--- src/rtl/clock_alarm_pkg.sv ---
// rtl/clock_alarm_pkg.sv - shared state encoding and time limits for the alarm controller
package clock_alarm_pkg;

   typedef enum logic [1:0] {
      DISARMED = 2'd0,
      ARMED    = 2'd1,
      RINGING  = 2'd2,
      SNOOZE   = 2'd3
   } alarm_state_e;

   localparam int SEC_MAX = 59;
   localparam int MIN_MAX = 59;

endpackage

--- src/rtl/clock_sec_tick.sv ---
// rtl/clock_sec_tick.sv - one-cycle tick whenever the upstream seconds value changes
module clock_sec_tick #(
   parameter int SEC_W = 6
) (
   input  logic             clk,
   input  logic [SEC_W-1:0] seconds,
   output logic             sec_tick
);

   logic [SEC_W-1:0] seconds_q;

   // Reset also loads the live value, so the load is unconditional and no tick follows reset.
   always_ff @(posedge clk) begin
      seconds_q <= seconds;
   end

   assign sec_tick = (seconds != seconds_q);

endmodule

--- src/rtl/clock_alarm.sv ---
// rtl/clock_alarm.sv - alarm FSM with snooze/stop/timeout; CLOCK_ALARM_BUZZ_PULSE_EN selects pulsed buzzer
module clock_alarm
   import clock_alarm_pkg::*;
#(
   parameter int SEC_W       = 6,
   parameter int MIN_W       = 6,
   parameter int RING_SECS   = 30,
   parameter int SNOOZE_SECS = 120,
   parameter int MAX_SNOOZE  = 3
) (
   input  logic             clk,
   input  logic             reset,
   input  logic [SEC_W-1:0] seconds,
   input  logic [MIN_W-1:0] minutes,
   input  logic             set_valid,
   output logic             set_ready,
   input  logic [MIN_W-1:0] set_minutes,
   input  logic             set_arm,
   output logic             set_err,
   input  logic             snooze,
   input  logic             stop,
   output logic [MIN_W-1:0] alarm_min,
   output logic             armed,
   output logic             ringing,
   output logic             snoozing,
   output logic             buzzer,
   output logic [1:0]       snooze_used
);

   localparam int RW = $clog2(RING_SECS + 1);
   localparam int SW = $clog2(SNOOZE_SECS + 1);
   localparam logic [RW-1:0] RING_LAST = RW'(RING_SECS - 1);
   localparam logic [SW-1:0] SNZ_LOAD  = SW'(SNOOZE_SECS);
   localparam logic [1:0]    SNZ_LIMIT = 2'(MAX_SNOOZE);

   alarm_state_e     state, state_n;
   logic [MIN_W-1:0] alarm_min_n;
   logic [1:0]       snooze_used_n;
   logic [RW-1:0]    ring_cnt, ring_cnt_n;
   logic [SW-1:0]    snz_cnt, snz_cnt_n;
   logic             set_err_n;
   logic             sec_tick, match, accept, set_ok;

   clock_sec_tick #(.SEC_W(SEC_W)) u_sec_tick (
      .clk      (clk),
      .seconds  (seconds),
      .sec_tick (sec_tick)
   );

   assign set_ready = (state != RINGING);
   assign accept    = set_valid && set_ready;
   assign set_ok    = (set_minutes <= MIN_W'(MIN_MAX));
   assign match     = sec_tick && (seconds == '0) && (minutes == alarm_min);

   always_ff @(posedge clk) begin
      if (!reset) begin
         state       <= DISARMED;
         alarm_min   <= '0;
         snooze_used <= '0;
         ring_cnt    <= '0;
         snz_cnt     <= '0;
         set_err     <= 1'b0;
      end else begin
         state       <= state_n;
         alarm_min   <= alarm_min_n;
         snooze_used <= snooze_used_n;
         ring_cnt    <= ring_cnt_n;
         snz_cnt     <= snz_cnt_n;
         set_err     <= set_err_n;
      end
   end

   always_comb begin
      state_n       = state;
      alarm_min_n   = alarm_min;
      snooze_used_n = snooze_used;
      ring_cnt_n    = ring_cnt;
      snz_cnt_n     = snz_cnt;
      set_err_n     = 1'b0;
      // A valid setting overrides any same-cycle match and cancels a pending snooze.
      if (accept && set_ok) begin
         alarm_min_n   = set_minutes;
         state_n       = set_arm ? ARMED : DISARMED;
         snooze_used_n = '0;
      end else begin
         set_err_n = accept;
         unique case (state)
            ARMED: begin
               if (match) begin
                  state_n    = RINGING;
                  ring_cnt_n = '0;
               end
            end
            RINGING: begin
               if (stop) begin
                  state_n       = ARMED;
                  snooze_used_n = '0;
               end else if (snooze && (snooze_used < SNZ_LIMIT)) begin
                  state_n       = SNOOZE;
                  snz_cnt_n     = SNZ_LOAD;
                  snooze_used_n = snooze_used + 2'd1;
               end else if (sec_tick) begin
                  if (ring_cnt == RING_LAST) begin
                     state_n       = ARMED;
                     snooze_used_n = '0;
                  end else begin
                     ring_cnt_n = ring_cnt + RW'(1);
                  end
               end
            end
            SNOOZE: begin
               if (stop) begin
                  state_n       = ARMED;
                  snooze_used_n = '0;
               end else if (sec_tick) begin
                  if (snz_cnt == SW'(1)) begin
                     state_n    = RINGING;
                     ring_cnt_n = '0;
                  end else begin
                     snz_cnt_n = snz_cnt - SW'(1);
                  end
               end
            end
            default: ;
         endcase
      end
   end

   assign armed    = (state != DISARMED);
   assign ringing  = (state == RINGING);
   assign snoozing = (state == SNOOZE);

`ifdef CLOCK_ALARM_BUZZ_PULSE_EN
   logic buzz_q, buzz_n;

   always_comb begin
      buzz_n = 1'b0;
      if (state_n == RINGING) begin
         if (state != RINGING)
            buzz_n = 1'b1;
         else if (sec_tick)
            buzz_n = ~buzz_q;
         else
            buzz_n = buzz_q;
      end
   end

   always_ff @(posedge clk) begin
      if (!reset)
         buzz_q <= 1'b0;
      else
         buzz_q <= buzz_n;
   end

   assign buzzer = buzz_q;
`else
   assign buzzer = ringing;
`endif

endmodule
--- config.mk ---
export PLATFORM = sky130hd
export DESIGN_NAME = clock_alarm
export DESIGN_NICKNAME = d
export VERILOG_FILES = /design/src/rtl/clock_alarm_pkg.sv /design/src/rtl/clock_sec_tick.sv /design/src/rtl/clock_alarm.sv
export SDC_FILE = /design/constraint.sdc
export NUM_CORES = 1
export LEC_CHECK = 0
export BUFFER_PORTS_ARGS = -buffer_cell sky130_fd_sc_hd__clkbuf_2
export CAP_MARGIN = 40
export CORE_MARGIN = 3
export CORE_UTILIZATION = 52
export CTS_CLUSTER_SIZE = 8
export DETAILED_ROUTE_END_ITERATION = 12
export PLACE_DENSITY_LB_ADDON = 0.2
export SETUP_SLACK_MARGIN = 0.4
export SLEW_MARGIN = 40
export SYNTH_ARGS = -nofsm -noshare
export SYNTH_HDL_FRONTEND = slang
export SYNTH_SLANG_ARGS = --single-unit
--- constraint.sdc ---
create_clock -name clk -period 2.4 [get_ports clk]
set_input_delay 0.48 -clock clk [delete_from_list [all_inputs] [get_ports clk]]
set_output_delay 0.48 -clock clk [all_outputs]
set_load 0.1 [all_outputs]
==> results.yml, run 1 <==
drt:
  drc: 0
  wl_per_cell_um: 13.8
  vias: 1416
  vias_per_cell: 5.66
  drt-initial-drc-count: 75
  drt-total-wl_um: 3450
  first_pass_iters: 4
  final_antenna_net_count: 0
cells_and_area:
  final_common_cell: "clkbuf_2"
  nNetsFinal: 248
  layout.cells.non_filler: 250
  final_cell_mix: "clkbuf_2 (33), dfxtp_1 (19), nand2_1 (16)"
  syn_to_final_growth_pct: 22.8
  drive_gt1_frac: 0.356
  n_antenna_cell: 0
  final_core_util: 0.683
  nFillCells: 235
place:
  io_buffers: 37
  dpl.hpwl_um: 2640
  gp_congestion: 0.790
  post-place-cells: 236
hold_path:
  hold_class: "input pin to register"
  hold_depth: 1
grt:
  grt_pass1_wl_um: 5650
  antenna_found_initial: 0
  grt.overflow.total: 0
  grt_max_degree: 20
  grt_use_total: 0.205
  grt_pass1_vias: 1337
worst_setup_path:
  critPathBufInv: 0
  crit_type: "register to register"
  crit_path_end_kind: "register"
  critPathArrivalTime_ns: 2.20
  critical-path-top-delay-family: "simple AND/OR/NAND/NOR gates"
  start_kind: "register"
  reg2regPathDepth: 6
  worstPathCellList: "xor2_2, nor4_4, nand2_1, a21oi_1, mux2_2, a31oi_1"
  cp_data_required_time_ns: 2.63
  cp_max_fo: 5
  crit_slowest_cell: "nor4_4"
  worst-path-stages: 6
  slowest_delay_ns: 0.45
sta:
  finalSetupViolCount: 0
  fin_crit_sh: 0.821
  fin_tns_setup_ns: 0
  period_needed_ns: 1.97
  fmaxAchievable_mhz: 508
  finalHoldViolations: 0
  slew_headroom: 0.640
  worstMarginPinSlew_ns: 0.542
  skew_ns: 0.00655
  finalMaxSlewViolations: 0
  rsz0062_at_grt: "true"
power_and_ir_drop:
  ir_worst_vdd_uv: 375
  power_density_nw_per_um2: 500
  power_mw: 0.967
  p_leak_nw: 0.772
floorplan:
  io_pins: 38
  die-area_um2: 3720
  core_area_um2: 2830
  die_h_um: 61.0
  die_x_um: 61.0
  start_util: 0.556
  rows: 19
synthesis:
  synth_seq_cells: 29
  synth_fa_ha_area_frac: 0.0398
  syn_nets: 203
  syn-cell-area_um2: 1570
  ys_seq_area_frac: 0.369
  synthXorXnorAreaFrac: 0.100
  syn_avg_cell_area_um2: 9.04
  synth_top_family_by_area: "simple AND/OR/NAND/NOR gates"
  syn_inst: 174
  yosys-mux-area-fraction: 0.00716
  synth_compound_area_frac: 0.208
  ys_warn_count: 0
  yosys.area_share.simple: 0.209
  ys_types: 44
clocking:
  worstSkewPairLatency_ns: 0.31
  htree_levels: 2
  clk_path_buf_depth: 2
  clock_sinks: 29
  cts_tree: "yes"
  clk_pin_slew_ns: 0.08
  cts_hold_buffers: 0
  numCtsBuffers: 5
  root_buffer: "clkbuf_4"
status:
  outcome: "finished clean"
job:
  drv_cap: 0
## where the power goes
group / leakage (nW) / internal [mW] / total (mW) / switching (mW)
sequential: 0.242 / 0.493 / 0.507 / 0.0135
combinational: 0.498 / 0.0568 / 0.173 / 0.116
clock: 0.0314 / 0.138 / 0.287 / 0.149
## through the flow
stage / cell area (µm²) / hold slack [ns] / setup WS (ns)
2_1_floorplan: 1620 / 0.458 / 0.370
5_1_grt: 1930 / 0.280 / 0.369
3_5_place_dp: 1790 / 0.475 / 0.158
4_1_cts: 1880 / 0.300 / 0.411
6_report: 1930 / 0.308 / 0.430
3_3_place_gp: 1790 / 0.469 / 0.207
## worst paths after layout
check,startpoint,endpoint,slack [ns]
worst max-delay path,u_sec_tick.seconds_q[1],state[1],0.43
worst min-delay path,seconds[4],u_sec_tick.seconds_q[4],0.31
worst max register to register,u_sec_tick.seconds_q[1],state[1],0.43
worst min register to register,alarm_min[3],alarm_min[3],0.48
## cell usage after synthesis, drive strengths merged
cell type  instances  area [µm²]
nor3               5        25.0
o32ai              1        8.76
nand2             16        60.1
nand3              8        40.0
a31oi              4        25.0
xnor2             10        87.6
a211o              1        8.76
a41oi              1        8.76
o21a               4        30.0
nand4              4        25.0
a21oi              9        45.0
o211ai             2        20.0
ha                 5        62.6
clkbuf             3        11.3
nor2b              2        12.5
inv               11        41.3
a21o               2        15.0
nand2b             2        20.0
a2111oi            1        27.5
and3               2        12.5
and2               1        6.26
a211oi             1        7.51
nor2              10        37.5
or3                5        31.3
or2                1        6.26
dfxtp             29         581
o31ai              1        7.51
a311oi             2        23.8
buf                5        52.6
xor2               8        70.1
nor3b              1        12.5
mux2               1        11.3
o221a              3        33.8
nor4               3        40.0
o21ai              5        25.0
a21boi             4        30.0
a311o              1        10.0
## logic make-up (layout without fill, tap and decap cells)
| family | count (synthesis) | after routing |
|---|---|---|
| adder cells (fa/ha/maj) | 5 | 5 |
| multiplexers | 1 | 1 |
| AND/OR/NAND/NOR | 60 | 60 |
| flip-flops | 29 | 29 |
| buffers and inverters | 19 | 64 |
| AO/OA/AOI/OAI | 42 | 42 |
| XOR/XNOR | 18 | 18 |
## per-layer routing
metal,global-route usage,vias up,wire length [µm]
li1,-,708,-
met4,0.0712,0,71
met1,0.236,662,1460
met3,0.0660,9,152
met2,0.354,37,1770
met5,0,-,0
## layout make-up
type,instances,area (µm²),share of cell area
Timing Repair Buffer,46,263,0.136
Clock buffer,7,55.1,0.0285
Sequential cell,29,601,0.311
Tap cell,31,38.8,0.0201
Inverter,11,45.0,0.0233
Multi-Input combinational cell,126,930,0.481
## worst reg2reg max path, cell delays in order, from the launching register on
cell,delay [ns]
dfxtp_1,0.33
xor2_2,0.19
nor4_4,0.45
nand2_1,0.20
a21oi_1,0.22
mux2_2,0.34
a31oi_1,0.17
## registers in the layout, indices dropped and copies added (netlist names)
signal	cells
snz_cnt	7
ring_cnt	5
set_err	1
alarm_min	6
state	2
snooze_used	2
u_sec_tick.seconds_q	6
## timing repair
item | 4_1_cts | 5_1_grt
endpoints found under the setup margin | 10 | 18
resized for setup | 5 | 7
pin swaps | 2 | 6
setup buffers | 4 | 3
Note: power is estimated with default switching activity, not from simulation.
==> run 2: changes to the inputs <==
clock period = 1.84 ns   (was 2.4 ns; I/O delays follow)
==> results.yml, run 2 (synthesis gave the netlist of run 1 again) <==
worst_setup_path:
  r2r_slack_ns: -0.24
  regToRegStartpoint: "state[1]"
  reg2reg_to: "ring_cnt[1]"
  critPathArrivalTime_ns: 2.35
  cp_data_required_time_ns: 2.11
  reg2regPathDepth: 6
  crit_path_end_kind: "register"
  cp_max_fo: 5
  start_kind: "register"
  crit_type: "register to register"
cells_and_area:
  layout.cells.non_filler: 292
  final_cell_mix: "buf_4 (38), clkbuf_2 (23), dfxtp_1 (14), clkbuf_4 (12), nand2_1 (11)"
  drive_gt1_frac: 0.582
  n_antenna_cell: 0
  syn_to_final_growth_pct: 66.6
  largest_reg_flops: 7
  top_register: "snz_cnt"
  final_common_cell: "buf_4"
  nFillCells: 89
  nNetsFinal: 289
  largestRegisters: "snz_cnt x7, alarm_min x6, u_sec_tick.seconds_q x6"
  final_area_um2: 2620
clocking:
  worstSkewPairLatency_ns: 0.35
  clk_pin_slew_ns: 0.09
  cts_tree: "yes"
  numCtsBuffers: 5
  clock_sinks: 29
  root_buffer: "clkbuf_4"
  clk_path_buf_depth: 2
  htree_levels: 2
floorplan:
  die_x_um: 61.0
  io_pins: 38
  rows: 19
  die-area_um2: 3720
  core_area_um2: 2830
  start_util: 0.556
  die_h_um: 61.0
sta:
  period_needed_ns: 2.08
  fmaxAchievable_mhz: 482
  worst_slack_ns: -0.237
  fin_crit_sh: 1.13
  worstMarginPinSlew_ns: 0.509
  finalSetupViolCount: 15
  rsz0062_at_grt: "true"
  finalMaxSlewViolations: 0
  slew_headroom: 0.658
  skew_ns: 0.00788
  finalHoldViolations: 0
grt:
  grt_pass1_vias: 1639
  grt.overflow.total: 0
  grt_use_total: 0.264
  grt_pass1_wl_um: 7090
  antenna_found_initial: 0
  grt_max_degree: 20
drt:
  final_antenna_net_count: 0
  vias: 1791
  first_pass_iters: 4
  drt-total-wl_um: 6070
  wl_per_cell_um: 20.8
  vias_per_cell: 6.13
  drc: 0
  drt-initial-drc-count: 181
power_and_ir_drop:
  switching_share: 0.333
  power_density_nw_per_um2: 520
  p_int_mw: 0.909
  p_switching_mw: 0.454
  p_seq_frac: 0.485
  power_frac_comb: 0.233
  p_leak_nw: 1.06
  ir_worst_vdd_uv: 449
  clock_power_share: 0.282
  power_mw: 1.36
status:
  failed_checks: "negative setup slack"
  outcome: "finished, violations left"
hold_path:
  min_to: "u_sec_tick.seconds_q[0]"
  worstHoldStart: "seconds[0]"
  hold_depth: 1
  hold_class: "input pin to register"
place:
  post-place-cells: 262
  placed_area_um2: 2060
  dpl.hpwl_um: 2960
  gp_congestion: 0.861
  io_buffers: 37
  place_ws_ns: -0.283
job:
  drv_cap: 0
==> run 2: cell count changes in the layout (fill, tap and decap cells not counted), sizes merged <==
| cell | delta |
|---|---|
| o211ai | +1 |
| inv | -1 |
| clkinv | +2 |
| clkinvlp | +1 |
| clkbuf | -5 |
| buf | +44 |
==> run 2: routing by layer <==
layer / up-vias / global-route usage / wire length, µm
met3: 43 / 0.0574 / 482
li1: 794 / - / -
met2: 110 / 0.485 / 3060
met1: 844 / 0.281 / 2130
met4: 0 / 0.133 / 397
met5: - / 0 / 0
==> run 2: critical path, cell delays in order, from the launching register on <==
cell and delay (ns):
dfxtp_4 0.39, and2_0 0.15, a311o_1 0.33, a311oi_4 0.39
o211ai_2 0.20, or3_1 0.41, a21boi_1 0.15
==> run 2: repair_timing <==
action / CTS / global route
pin swaps: 4 / 17
gates resized for setup: 29 / 53
endpoints found under the setup margin: 30 / 23
cloned: 1 / 0
endpoints found under the hold margin: 0 / 0
hold buffers: 0 / 0
setup buffers: 9 / 12
==> run 2: layout make-up <==
cell class | count | area [µm²] | area share
tap | 31 | 38.8 | 0.0148
sequential | 29 | 622 | 0.237
multi-input combinational | 127 | 1140 | 0.435
timing repair buffer | 86 | 719 | 0.275
inverter | 11 | 48.8 | 0.0186
clock buffer | 6 | 41.3 | 0.0158
clock inverter | 2 | 10.0 | 0.00382
==> run 2: per-stage QoR <==
stage | setup TNS, ns | util | hold slack (ns)
CTS | -0.954 | 0.814 | 0.173
global route | -3.16 | 0.926 | 0.165
floorplan | -0.887 | - | 0.396
finish | -2.11 | 0.926 | 0.184
global placement | -1.41 | 0.728 | 0.469
detailed placement | -2.59 | 0.728 | 0.485
==> run 2: power groups by stage <==
stage	clock [mW]	sequential [mW]	combinational, mW
6_report	0.385	0.661	0.317
3_3_place_gp	0	0.672	0.242
5_1_grt	0.422	0.663	0.333
3_5_place_dp	0	0.674	0.248
4_1_cts	0.374	0.656	0.262
2_1_floorplan	0	0.733	0.104
==> run 2: how the worst max path moves through the flow <==
stage / from / to / slack, ns / cells after the start
2_1_floorplan: snooze_used[1] / snz_cnt[4] / -0.18 / 7
3_5_place_dp: set_minutes[4] / ring_cnt[2] / -0.28 / 7
6_report: state[1] / ring_cnt[1] / -0.24 / 6
4_1_cts: snooze_used[1] / snz_cnt[5] / -0.12 / 8
3_3_place_gp: set_minutes[4] / ring_cnt[1] / -0.16 / 7
5_1_grt: state[1] / ring_cnt[1] / -0.29 / 6
==> run 3: changes to the inputs <==
BUFFER_PORTS_ARGS = -buffer_cell sky130_fd_sc_hd__buf_4   (was -buffer_cell sky130_fd_sc_hd__clkbuf_2)
clock period = 2.01 ns   (was 1.84 ns; I/O delays follow)
==> results.yml, run 3 (synthesis gave the netlist of run 1 again) <==
worst_setup_path:
  cp_max_fo: 7
  crit_type: "register to register"
  cp_data_required_time_ns: 2.22
  crit_path_end_kind: "register"
  critPathArrivalTime_ns: 2.15
  start_kind: "register"
cells_and_area:
  drive_gt1_frac: 0.492
  top_register: "snz_cnt"
  largestRegisters: "snz_cnt x7, alarm_min x6, u_sec_tick.seconds_q x6"
  n_antenna_cell: 0
  final_area_um2: 2350
  layout.cells.non_filler: 273
  syn_to_final_growth_pct: 49.3
  largest_reg_flops: 7
  final_common_cell: "buf_4"
  nNetsFinal: 270
  final_cell_mix: "buf_4 (57), dfxtp_1 (17), nand2_1 (14), xnor2_1 (10)"
floorplan:
  die_x_um: 61.0
  io_pins: 38
  die_h_um: 61.0
  core_area_um2: 2830
  rows: 19
  start_util: 0.556
  die-area_um2: 3720
grt:
  grt_max_degree: 20
  grt_pass1_vias: 1453
  antenna_found_initial: 0
  grt_pass1_wl_um: 6280
  grt.overflow.total: 0
  grt_use_total: 0.229
status:
  outcome: "finished clean"
drt:
  final_antenna_net_count: 0
  vias: 1552
  drc: 0
  first_pass_iters: 5
  drt-total-wl_um: 4370
  drt-initial-drc-count: 66
  vias_per_cell: 5.68
  wl_per_cell_um: 16.0
sta:
  worstMarginPinSlew_ns: 0.368
  finalSetupViolCount: 0
  fmaxAchievable_mhz: 515
  period_needed_ns: 1.94
  skew_ns: 0.00678
  fin_crit_sh: 0.967
  finalMaxSlewViolations: 0
  finalHoldViolations: 0
  rsz0062_at_grt: "true"
  slew_headroom: 0.755
  holdWs_ns: 0.210
clocking:
  cts_hold_buffers: 0
  clk_path_buf_depth: 2
  clk_pin_slew_ns: 0.09
  numCtsBuffers: 5
  cts_tree: "yes"
  root_buffer: "clkbuf_4"
  htree_levels: 2
  clock_sinks: 29
  worstSkewPairLatency_ns: 0.32
place:
  dpl.hpwl_um: 2900
  gp_congestion: 0.864
  io_buffers: 37
  post-place-cells: 250
  placed_area_um2: 2010
power_and_ir_drop:
  power_density_nw_per_um2: 505
  ir_worst_vdd_uv: 460
  p_leak_nw: 0.946
hold_path:
  hold_class: "input pin to register"
job:
  drv_cap: 0
run 3: worst paths after layout:
path	slack (ns)	endpoint	cells after the start	start
worst max-delay path	0.07	snz_cnt[3]	8	snooze_used[1]
worst min-delay path	0.21	u_sec_tick.seconds_q[2]	1	seconds[2]
worst max register to register	0.07	snz_cnt[3]	8	snooze_used[1]
worst min register to register	0.49	alarm_min[3]	2	alarm_min[3]
run 3: where the power goes:
part	leakage (nW)	internal, mW	switching, mW
Combinational	0.671	0.0996	0.151
Sequential	0.243	0.589	0.0182
Clock	0.0320	0.133	0.195
run 3: timing repair:
action,4_1_cts,5_1_grt
endpoints found under the setup margin,21,20
gates cloned,0,0
buffers inserted,11,4
gates resized for setup,21,23
pin swaps,3,8
endpoints found under the hold margin,0,0
run 3: cell type report:
type	count	area [µm²]
inverter	11	47.5
clock inverter	2	10.0
multi-input combinational	126	1020
fill	166	480
tap	31	38.8
sequential	29	606
clock buffer	6	41.3
timing repair buffer	68	587
run 3: critical path, cell delays in order (launching register included):
cell       delay, ns
dfxtp_4         0.36
ha_4            0.15
nand2b_4        0.13
a211o_1         0.34
a2111oi_4       0.30
buf_6           0.18
nand2_1         0.07
xnor2_1         0.13
o21a_1          0.17
run 3: metrics by stage:
| stage | util | setup WS, ns | setup TNS [ns] | total power [mW] |
|---|---|---|---|---|
| 6_report | 0.830 | 0.0672 | 0 | 1.19 |
| 5_1_grt | 0.830 | -0.00767 | -0.0164 | 1.24 |
| 4_1_cts | 0.783 | 0.0565 | 0 | 1.18 |
| 3_5_place_dp | 0.711 | -0.123 | -0.875 | 0.857 |
| 3_3_place_gp | 0.711 | -0.0414 | -0.0648 | 0.849 |
| 2_1_floorplan | - | -0.0109 | -0.0295 | 0.770 |
run 3: layer usage:
layer,global-route usage,vias up,share of wire
li1,-,749,-
met5,0,-,0
met2,0.394,46,0.53
met4,0.0898,0,0.033
met1,0.266,739,0.39
met3,0.0660,18,0.044
